[src/rtl/rom_arb_pkg.sv]
`default_nettype none
// ============================================================================
//  Module      : rom_arb_pkg
//  Description : Shared types and default constants for the ROM arbiter.
//                - state_t : arbiter FSM states
//                - port_t  : consumer port identifiers
//                - default SDRAM word bases and starvation limit
//  Revision    : 1.0 - initial release
// ============================================================================
package rom_arb_pkg;

    typedef enum logic [1:0] {
        IDLE  = 2'd0,
        BEAT0 = 2'd1,
        BEAT1 = 2'd2,
        DONE  = 2'd3
    } state_t;

    typedef enum logic [1:0] {
        PORT_SPR  = 2'd0,
        PORT_TILE = 2'd1,
        PORT_CPU  = 2'd2
    } port_t;

    localparam logic [23:0] c_cpu_base_def   = 24'h000000;
    localparam logic [23:0] c_spr_base_def   = 24'h040000;
    localparam logic [23:0] c_tile_base_def  = 24'h240000;
    localparam logic [3:0]  c_starve_max_def = 4'd15;

endpackage
`default_nettype wire

[src/rtl/rom_arb_prio.sv]
`default_nettype none
// ============================================================================
//  Module      : rom_arb_prio
//  Description : Combinational winner select plus CPU starvation counter.
//                Priority is spr > tile > cpu, except that the CPU wins first
//                when it is forced (cache hit) or has been passed over
//                STARVE_MAX times while waiting.
//  Ports       : clk, rst          - clock, synchronous active-high reset
//                i_arb_en          - arbitration allowed this cycle (FSM idle)
//                i_*_req           - consumer requests
//                i_cpu_force       - CPU must win this cycle
//                o_grant           - a winner was picked this cycle
//                o_winner          - port_t code of the winner
//  Revision    : 1.0 - initial release
// ============================================================================
module rom_arb_prio
    import rom_arb_pkg::*;
#(
    parameter logic [3:0] STARVE_MAX = c_starve_max_def
) (
    input  logic       clk,
    input  logic       rst,
    input  logic       i_arb_en,
    input  logic       i_cpu_req,
    input  logic       i_spr_req,
    input  logic       i_tile_req,
    input  logic       i_cpu_force,
    output logic       o_grant,
    output logic [1:0] o_winner
);

    logic [3:0] r_starve;
    logic       w_cpu_first;

    assign w_cpu_first = i_cpu_req && (i_cpu_force || (r_starve == STARVE_MAX));

    always_comb begin
        o_grant  = 1'b0;
        o_winner = PORT_CPU;
        if (i_arb_en) begin
            if (w_cpu_first) begin
                o_grant  = 1'b1;
                o_winner = PORT_CPU;
            end else if (i_spr_req) begin
                o_grant  = 1'b1;
                o_winner = PORT_SPR;
            end else if (i_tile_req) begin
                o_grant  = 1'b1;
                o_winner = PORT_TILE;
            end else if (i_cpu_req) begin
                o_grant  = 1'b1;
                o_winner = PORT_CPU;
            end
        end
    end

    // Counts graphics grants made while the CPU is waiting; any cycle with
    // the CPU not requesting forgets the history.
    always_ff @(posedge clk) begin
        if (rst || !i_cpu_req) begin
            r_starve <= 4'd0;
        end else if (o_grant) begin
            if (o_winner == PORT_CPU) begin
                r_starve <= 4'd0;
            end else if (r_starve < STARVE_MAX) begin
                r_starve <= r_starve + 4'd1;
            end
        end
    end

endmodule
`default_nettype wire

[src/rtl/rom_arbiter.sv]
`default_nettype none
// ============================================================================
//  Module      : rom_arbiter
//  Description : Shares one 16-bit SDRAM read port between the 68k program
//                ROM (16-bit reads) and the sprite / tile graphics ROMs
//                (32-bit reads assembled from two SDRAM words, low first).
//  Ports       : clk_main, reset   - clock, synchronous active-high reset
//                cpu_*             - 68k ROM req/addr/dout/ack
//                spr_*, tile_*     - graphics ROM req/addr/dout/ack
//                mem_*             - SDRAM read port (req held until valid)
//  Config      : ROM_ARB_CPU_CACHE_EN - one-entry CPU read cache; a hit in
//                IDLE acks the CPU next cycle without touching SDRAM.
//  Revision    : 1.0 - initial release
// ============================================================================
module rom_arbiter
    import rom_arb_pkg::*;
#(
    parameter int                ADDR_W     = 24,
    parameter logic [ADDR_W-1:0] CPU_BASE   = ADDR_W'(c_cpu_base_def),
    parameter logic [ADDR_W-1:0] SPR_BASE   = ADDR_W'(c_spr_base_def),
    parameter logic [ADDR_W-1:0] TILE_BASE  = ADDR_W'(c_tile_base_def),
    parameter logic [3:0]        STARVE_MAX = c_starve_max_def
) (
    input  logic              clk_main,
    input  logic              reset,
    input  logic              cpu_req,
    input  logic [17:0]       cpu_addr,
    output logic [15:0]       cpu_dout,
    output logic              cpu_ack,
    input  logic              spr_req,
    input  logic [19:0]       spr_addr,
    output logic [31:0]       spr_dout,
    output logic              spr_ack,
    input  logic              tile_req,
    input  logic [18:0]       tile_addr,
    output logic [31:0]       tile_dout,
    output logic              tile_ack,
    output logic              mem_req,
    output logic [ADDR_W-1:0] mem_addr,
    input  logic [15:0]       mem_din,
    input  logic              mem_valid
);

    state_t            r_state;
    state_t            w_state_nxt;
    port_t             r_port;
    logic [1:0]        w_winner;
    logic              w_grant;
    logic              w_arb_en;
    logic              w_hit;
    logic [15:0]       w_hit_data;
    logic [ADDR_W-1:0] w_addr;
    logic [ADDR_W-1:0] r_mem_addr;
    logic              r_mem_req;
    logic [15:0]       r_lo;
    logic [15:0]       r_cpu_dout;
    logic [31:0]       r_spr_dout;
    logic [31:0]       r_tile_dout;
    logic              r_cpu_ack;
    logic              r_spr_ack;
    logic              r_tile_ack;

    assign w_arb_en = (r_state == IDLE);

`ifdef ROM_ARB_CPU_CACHE_EN
    logic [17:0] r_tag;
    logic        r_cache_vld;
    logic [15:0] r_cache_data;

    assign w_hit      = w_arb_en && cpu_req && r_cache_vld && (r_tag == cpu_addr);
    assign w_hit_data = r_cache_data;

    // cpu_addr is still held by the requester while its SDRAM beat completes.
    always_ff @(posedge clk_main) begin
        if (reset) begin
            r_cache_vld  <= 1'b0;
            r_tag        <= '0;
            r_cache_data <= '0;
        end else if (r_state == BEAT0 && mem_valid && r_port == PORT_CPU) begin
            r_cache_vld  <= 1'b1;
            r_tag        <= cpu_addr;
            r_cache_data <= mem_din;
        end
    end
`else
    assign w_hit      = 1'b0;
    assign w_hit_data = 16'h0000;
`endif

    rom_arb_prio #(
        .STARVE_MAX (STARVE_MAX)
    ) u_prio (
        .clk         (clk_main),
        .rst         (reset),
        .i_arb_en    (w_arb_en),
        .i_cpu_req   (cpu_req),
        .i_spr_req   (spr_req),
        .i_tile_req  (tile_req),
        .i_cpu_force (w_hit),
        .o_grant     (w_grant),
        .o_winner    (w_winner)
    );

    // Graphics addresses are 32-bit word addresses: two SDRAM words each.
    always_comb begin
        w_addr = CPU_BASE + ADDR_W'(cpu_addr);
        if (w_winner == PORT_SPR) begin
            w_addr = SPR_BASE + ADDR_W'({spr_addr, 1'b0});
        end else if (w_winner == PORT_TILE) begin
            w_addr = TILE_BASE + ADDR_W'({tile_addr, 1'b0});
        end
    end

    always_comb begin
        w_state_nxt = r_state;
        case (r_state)
            IDLE: begin
                if (w_hit) begin
                    w_state_nxt = DONE;
                end else if (w_grant) begin
                    w_state_nxt = BEAT0;
                end
            end
            BEAT0: begin
                if (mem_valid) begin
                    w_state_nxt = (r_port == PORT_CPU) ? DONE : BEAT1;
                end
            end
            BEAT1: begin
                if (mem_valid) begin
                    w_state_nxt = DONE;
                end
            end
            DONE:    w_state_nxt = IDLE;
            default: w_state_nxt = IDLE;
        endcase
    end

    always_ff @(posedge clk_main) begin
        if (reset) begin
            r_state <= IDLE;
        end else begin
            r_state <= w_state_nxt;
        end
    end

    // Acks and douts are registered on the transition into DONE so that both
    // appear together in the DONE cycle.
    always_ff @(posedge clk_main) begin
        if (reset) begin
            r_port      <= PORT_CPU;
            r_mem_req   <= 1'b0;
            r_mem_addr  <= '0;
            r_lo        <= '0;
            r_cpu_dout  <= '0;
            r_spr_dout  <= '0;
            r_tile_dout <= '0;
            r_cpu_ack   <= 1'b0;
            r_spr_ack   <= 1'b0;
            r_tile_ack  <= 1'b0;
        end else begin
            r_cpu_ack  <= 1'b0;
            r_spr_ack  <= 1'b0;
            r_tile_ack <= 1'b0;
            case (r_state)
                IDLE: begin
                    if (w_grant) begin
                        r_port <= port_t'(w_winner);
                        if (w_hit) begin
                            r_cpu_ack  <= 1'b1;
                            r_cpu_dout <= w_hit_data;
                        end else begin
                            r_mem_req  <= 1'b1;
                            r_mem_addr <= w_addr;
                        end
                    end
                end
                BEAT0: begin
                    if (mem_valid) begin
                        r_lo <= mem_din;
                        if (r_port == PORT_CPU) begin
                            r_mem_req  <= 1'b0;
                            r_cpu_ack  <= 1'b1;
                            r_cpu_dout <= mem_din;
                        end else begin
                            // mem_req stays high; only the address advances.
                            r_mem_addr <= r_mem_addr + ADDR_W'(1);
                        end
                    end
                end
                BEAT1: begin
                    if (mem_valid) begin
                        r_mem_req <= 1'b0;
                        if (r_port == PORT_SPR) begin
                            r_spr_ack  <= 1'b1;
                            r_spr_dout <= {mem_din, r_lo};
                        end else begin
                            r_tile_ack  <= 1'b1;
                            r_tile_dout <= {mem_din, r_lo};
                        end
                    end
                end
                default: ;
            endcase
        end
    end

    assign mem_req   = r_mem_req;
    assign mem_addr  = r_mem_addr;
    assign cpu_dout  = r_cpu_dout;
    assign cpu_ack   = r_cpu_ack;
    assign spr_dout  = r_spr_dout;
    assign spr_ack   = r_spr_ack;
    assign tile_dout = r_tile_dout;
    assign tile_ack  = r_tile_ack;

endmodule
`default_nettype wire

[config.mk]
export PLATFORM = sky130hd
export DESIGN_NAME = rom_arbiter
export DESIGN_NICKNAME = d
export VERILOG_FILES = /design/src/rtl/rom_arb_pkg.sv /design/src/rtl/rom_arb_prio.sv /design/src/rtl/rom_arbiter.sv
export SDC_FILE = /design/constraint.sdc
export NUM_CORES = 1
export LEC_CHECK = 0
export ABC_AREA = 1
export CAP_MARGIN = 20
export CORE_UTILIZATION = 44
export CTS_CLUSTER_DIAMETER = 40
export CTS_CLUSTER_SIZE = 25
export DETAILED_ROUTE_END_ITERATION = 10
export GPL_TIMING_DRIVEN = 1
export PLACE_DENSITY = 0.84
export SLEW_MARGIN = 30
export SYNTH_ARGS = -nofsm -noshare
export SYNTH_HDL_FRONTEND = slang
export SYNTH_SLANG_ARGS = --single-unit
[constraint.sdc]
create_clock -name clk_main -period 2 [get_ports clk_main]
set_clock_uncertainty 0.05 [all_clocks]
set_input_delay 0.6 -clock clk_main [delete_from_list [all_inputs] [get_ports clk_main]]
set_output_delay 0.6 -clock clk_main [all_outputs]
set_load 0.005 [all_outputs]
# [Word level (Yosys, flattened, before mapping)]
# Index checks and enable logic that the tools add are counted.
[op_classes] n_reduce_logical=20 n_shift=0 div_mod_pow=0 addsub=4 multipliers=0 n_lt_le_gt_ge=1 n_eq_ne=12 bitwise_logic=4 muxes=30
[ops] cell="24-bit 2-to-1 mux" count=4
[ops] cell="24-bit case mux with 2 select lines" count=1
[ops] cell="24-bit by 1-bit adder with 24-bit output (second input constant)" count=1
[ops] cell="22-bit by 20-bit adder with 23-bit output (first input constant)" count=1
[ops] cell="23-bit 2-to-1 mux" count=1
[ops] cell="19-bit by 21-bit adder with 22-bit output (first input constant)" count=1
[ops] cell="2-bit 2-to-1 mux" count=7
[ops] cell="1-bit 2-to-1 mux" count=13
[ops] cell="3-bit AND reduction" count=4
[ops] cell="2-bit inequality test (second input constant)" count=5
[ops] cell="2-bit == test (second input constant)" count=4
[ops] cell="4-bit 2-to-1 mux" count=2
[ops] cell="2-bit case mux with 4 select lines" count=1
[ops] cell="2-bit zero test" count=3
[ops] cell="2-bit AND reduction" count=3
[ops] cell="3-bit OR reduction" count=2
[ops] cell="5-bit AND reduction" count=1
[ops] cell="4-bit by 1-bit adder with 4-bit output (second input constant)" count=1
[ops] cell="2-bit by 1-bit == test with 1-bit output (second input constant)" count=2
[ops] cell="4-bit == test (second input constant)" count=1
[ops] cell="4-bit less-than comparator (second input constant)" count=1
[ops] cell="1-bit NOT" count=4
[ops] cell="4-bit AND reduction" count=1
[ops] cell="2-bit nonzero test" count=2
[ops] cell="other kinds (5)" count=5
[word_totals] word_cells=83 latch_bits=0 mem_bits_rw=0 out_inout_bits=108 n_memories=0 mem_bits_ro=0 input_bits=79 ff_bits=132

# [Longest topological paths before layout]
[logic_depth] ltp_word=9 ltp_mapped=12 depth_no_buf=11

# [Cells and area by module]
# Synthesis repeated with hierarchy kept, for this count alone.
[hier_totals] hier_cells=848 area_unflattened_um2=5918.2
[by_module_without_submodules] mod="rom_arbiter" area_each_um2=5599.1 seq_area_each_um2=2562.5 n_inst=1 cells_per_inst=799
[by_module_without_submodules] mod="rom_arb_prio" area_each_um2=319.1 seq_area_each_um2=80.1 n_inst=1 cells_per_inst=49

# [Worst setup path after synthesis]
# No wires, ideal clock.
[synth_timing] kind="flip-flop to flip-flop" start="register r_state[0]" end="register r_mem_addr[10] (netlist: mem_addr[10])" path_buffers=1 required_ps=1833 path_stages_with_launch=11 synth_period_minus_slack_ps=1637 slack_ps=363 t_arrival_ps=1470 setup_time_ps=117 cell_sequence="dfxtp_1 -> inv_1 -> ha_1 -> inv_2 -> nor2_8 -> nand2_4 -> buf_6 -> o22ai_1 -> nor2_1 -> nor2_1 -> nor2_1"
[synth_via] elab_chain_len=7 elab_cells_between_ends=15 classes_between="eq/ne (5); mux (6); reduce/logical (4)"
[synth_rtl] item="start: declaration" line_no="rom_arbiter.sv:44" text="state_t r_state;"
[synth_rtl] item="start signal: assignment" line_no="rom_arbiter.sv:143" text="r_state <= w_state_nxt;"
[synth_rtl] item="2-bit zero test" line_no="rom_arbiter.sv:63, rom_arbiter.sv:165"
[synth_rtl] item="2-bit 2-to-1 mux" line_no="rom_arb_prio.sv:40" text="if (i_arb_en) begin"
[synth_rtl] item="2-bit by 1-bit == test with 1-bit output" line_no="rom_arbiter.sv:109" text="end else if (w_winner == PORT_TILE) begin"
[synth_rtl] item="23-bit 2-to-1 mux" line_no="rom_arbiter.sv:109"
[synth_rtl] item="24-bit 2-to-1 mux" line_no="rom_arbiter.sv:107" text="if (w_winner == PORT_SPR) begin"
[synth_rtl] item="24-bit 2-to-1 mux" line_no="rom_arbiter.sv:167" text="if (w_grant) begin"
[synth_rtl] item="24-bit case mux with 2 select lines" line_no="rom_arbiter.sv:165" text="case (r_state)"
[synth_rtl] item="end signal: assignment" line_no="rom_arbiter.sv:174" text="r_mem_addr <= w_addr;"
[synth_rtl] item="end signal: assignment" line_no="rom_arbiter.sv:187" text="r_mem_addr <= r_mem_addr + ADDR_W'(1);"
[synth_rtl] item="end: declaration" line_no="rom_arbiter.sv:53" text="logic [ADDR_W-1:0] r_mem_addr;"
# Several ways; a longest one is shown, not always the timed one. The select of a mux whose other input is x is not followed.
# A chain may end at the register's enable or synchronous reset.

# [Worst setup path after layout]
[layout_timing] start="register r_mem_addr[11] (netlist: mem_addr[11])" end="output port mem_addr[11]"
[layout_lines] item="end: declaration" line_no="rom_arbiter.sv:39" text="output logic [ADDR_W-1:0] mem_addr,"
# No word-level cell between the ends.

==> summary.txt <==
Logic synthesis
  – Mapped Cells: 853
  – Mapped Area: 5990 µm²
  – Synth warn: 0
  – Syn nets: 941
  – Synth Flop Type: dfxtp_1
  – Synthesized flop and latch total: 132
  – Post-synth cell types: 37
  – Number of synthesized flops with an enable pin: 0
  – Post-synthesis sequential area ratio: 0.441
  – Mean Syn Cell Area: 7.03 µm²
  – Post-synth ARST share: 0

Floorplan
  – Row Count: 42
  – Ports: 187
  – Die height: 119 µm
  – Area of the die: 14100 µm²
  – Initial Util: 0.453
  – Core ar.: 13200 µm²
  – Die width: 119 µm

Hold path
  – Worst hold-check path type: register to register
  – Min-delay src: cpu_dout[9]

Layout
  – Reg area: 2680 µm²
  – Fin cells: 1256
  – Finished Cell Area: 9100 µm²
  – # nets final: 1155
  – Fillcell total: 1067
  – Share of layout cells above drive strength 1: 0.121
  – Layout area overhead: 51.8%
  – Area of the multi-input gates: 2930 µm²
  – N_diodes: 0

Clock network
  – Clock sinks: 132
  – H-Tree Depth: 4
  – Total CTS buffers: 17
  – Root Driver: clkbuf_16
  – Clock-pin slew on the worst setup and hold paths: 0.06 ns
  – Worst skew pair latency: 0.43 ns
  – CTS Buffer Depth: 2
  – TritonCTS clock tree: yes

Detailed routing
  – Total number of vias: 6568
  – 1st-iter DRT viols: 695
  – Final WL: 19700 µm
  – Detail Route Antenna Nets: 0
  – Drt via density: 5.23
  – DR pass1 iterations: 7
  – Drt wl/cell: 15.7 µm
  – Number of remaining DRC errors: 0

Power
  – Worst IR Drop VDD: 809 µV
  – Leakage: 3.86 nW
  – Combinational Power Share: 0.417
  – Clk pwr share: 0.264
  – Final Total Pwr: 0.0113 W
  – Pwr dens: 1240 nW/µm²
  – Sw Pwr: 0.00424 W
  – Flop pwr share: 0.319
  – Switching share of power: 0.376
  – Internal Power: 0.00704 W

Global routing
  – Largest net degree at the start of global routing: 69
  – Vias in the first global route: 6222
  – First-pass GRT wire length: 31300 µm
  – Total track usage: 0.282
  – Initial antenna violation count: 0
  – Remaining global-route overflow: 0

Setup path
  – Worst setup startpoint: mem_addr[11]
  – Largest stage delay, worst path: 0.52 ns
  – WS Path Type: register to output pin
  – Reg2Reg Launch Point: r_state[0]
  – Crit. End Element: output pin
  – WP data arrival: 1.33 ns
  – Worst Path Required: 1.35 ns
  – Worst Path Buf+Inv: 1
  – CP Max Fanout: 6
  – Crit start category: register
  – Top delay family on crit path: buffers and inverters
  – Crit-path cells: clkdlybuf4s50_1
  – Slowest cell on the critical path: clkdlybuf4s50_1

STA
  – Min Tclk post-route: 1.98 ns
  – Fin crit share: 0.989
  – Worst setup margin: 0.0216 ns
  – Slew @ Worst Pin: 0.367 ns
  – WHS: 0.418 ns
  – Max Slew Vio Count: 0
  – Setup Viol. Count Final: 0
  – Hold Vio Cnt, Final: 0
  – F_max: 0.505 GHz
  – Slew HR: 0.754

Place
  – Final RePlAce weighted congestion: 0.955
  – PortBufs: 186
  – Dpl hpwl: 13900 µm
  – Placed Instances: 1218
  – Dpl ws: -0.321 ns
  – Placed inst area: 8380 µm²

Status
  – Outcome: finished, final reports clean

Flow run
  – Max Cap Viol: 0
[tightest hold or removal path: stages, from the launching register on]
cell	delay, ns
dfxtp_1	0.31
nand3_1	0.07
nand2_1	0.05
[layout make-up]
| class | instances | share of cell area |
|---|---|---|
| well taps | 176 | 0.0242 |
| flip-flops and latches | 132 | 0.294 |
| inverters | 62 | 0.0259 |
| clock inverters | 15 | 0.0157 |
| repair buffers | 241 | 0.271 |
| multi-input cells | 613 | 0.322 |
| clock buffers | 17 | 0.0468 |
[routing by layer]
| metal | global-route usage | vias to the layer above | part of all wire | routed length, µm |
|---|---|---|---|---|
| met2 | 0.446 | 283 | 0.46 | 9100 |
| met4 | 0.108 | 0 | 0.024 | 480 |
| met3 | 0.0685 | 46 | 0.077 | 1530 |
| li1 | - | 3213 | - | - |
| met5 | 0 | - | 0 | 0 |
| met1 | 0.369 | 3026 | 0.44 | 8620 |
[logic make-up (layout without fill, tap and decap cells)]
group | Yosys count | in the layout | synth area share
AOI/OAI and AO/OA | 206 | 206 | 0.178
xor gates and xnor gates | 11 | 11 | 0.0161
adders and majority gates | 9 | 9 | 0.0188
buffers and inverters | 108 | 335 | 0.0754
DFF | 132 | 132 | 0.441
and+or+nand+nor | 387 | 387 | 0.271
[worst paths after layout]
check	endpoint	slack, ns	depth (start not counted)
setup / recovery	mem_addr[11]	0.02	1
hold / removal	cpu_dout[9]	0.42	2
setup reg to reg	mem_addr[1]	0.13	10
hold reg to reg	cpu_dout[9]	0.42	2
[synth_stat cells (3+ instances only)]
library cell | n | share of area
a21oi_1 | 74 | 0.062
buf_2 | 7 | 0.0058
buf_4 | 6 | 0.0075
clkbuf_1 | 30 | 0.019
dfxtp_1 | 132 | 0.44
ha_1 | 9 | 0.019
inv_1 | 57 | 0.036
inv_2 | 4 | 0.0025
nand2_1 | 122 | 0.076
nand3_1 | 65 | 0.054
nand4_1 | 3 | 0.0031
nor2_1 | 177 | 0.11
nor3_1 | 4 | 0.0033
o211ai_1 | 7 | 0.0088
o21ai_0 | 118 | 0.099
or2_2 | 4 | 0.0042
xnor2_1 | 3 | 0.0044
xor2_1 | 8 | 0.012
[flip-flops by register name, indices dropped and copies added, names as in the netlist, 2 cells and up]
register,count
cpu_dout,16
mem_addr,24
r_lo,16
r_port,2
r_state,2
spr_dout,32
tile_dout,32
u_prio.r_starve,4
[layout by cell type, fill, tap and decap left out, types with 3 or more instances in the layout]
master / count
dfxtp_2: 18
inv_2: 4
buf_12: 12
dfxtp_1: 111
o21ai_0: 117
xnor2_1: 3
o211ai_1: 7
buf_4: 41
clkdlybuf4s50_1: 182
nor2_1: 176
dlymetal6s2s_1: 3
inv_6: 5
nor3_1: 4
dfxtp_4: 3
nand3_1: 65
xor2_1: 8
a21oi_1: 74
inv_1: 56
nand4_1: 3
clkbuf_16: 19
ha_1: 8
or2_2: 4
nand2_1: 121
inv_8: 4
[power by group through the flow]
stage / logic, W / clock network [W] / registers, W
floorplan: 0.00229 / 0 / 0.00355
global placement: 0.00417 / 0 / 0.00358
detailed placement: 0.00424 / 0 / 0.00359
CTS: 0.00430 / 0.00302 / 0.00358
global route: 0.00515 / 0.00316 / 0.00365
finish: 0.00470 / 0.00298 / 0.00360
[repair_timing]
action,CTS,global route
setup endpoints to repair,19,24
buffers inserted,0,4
gates resized for setup,22,14
hold buffers,0,0
pin swaps,0,1
gates cloned,0,2
[metrics by stage]
| step | util | setup TNS, ns |
|---|---|---|
| 6_report | 0.687 | 0 |
| 3_3_place_gp | 0.633 | -11.69 |
| 2_1_floorplan | - | 0 |
| 4_1_cts | 0.678 | 0 |
| 5_1_grt | 0.687 | -0.0207 |
| 3_5_place_dp | 0.633 | -13.21 |
(Power assumes the default switching activity.)
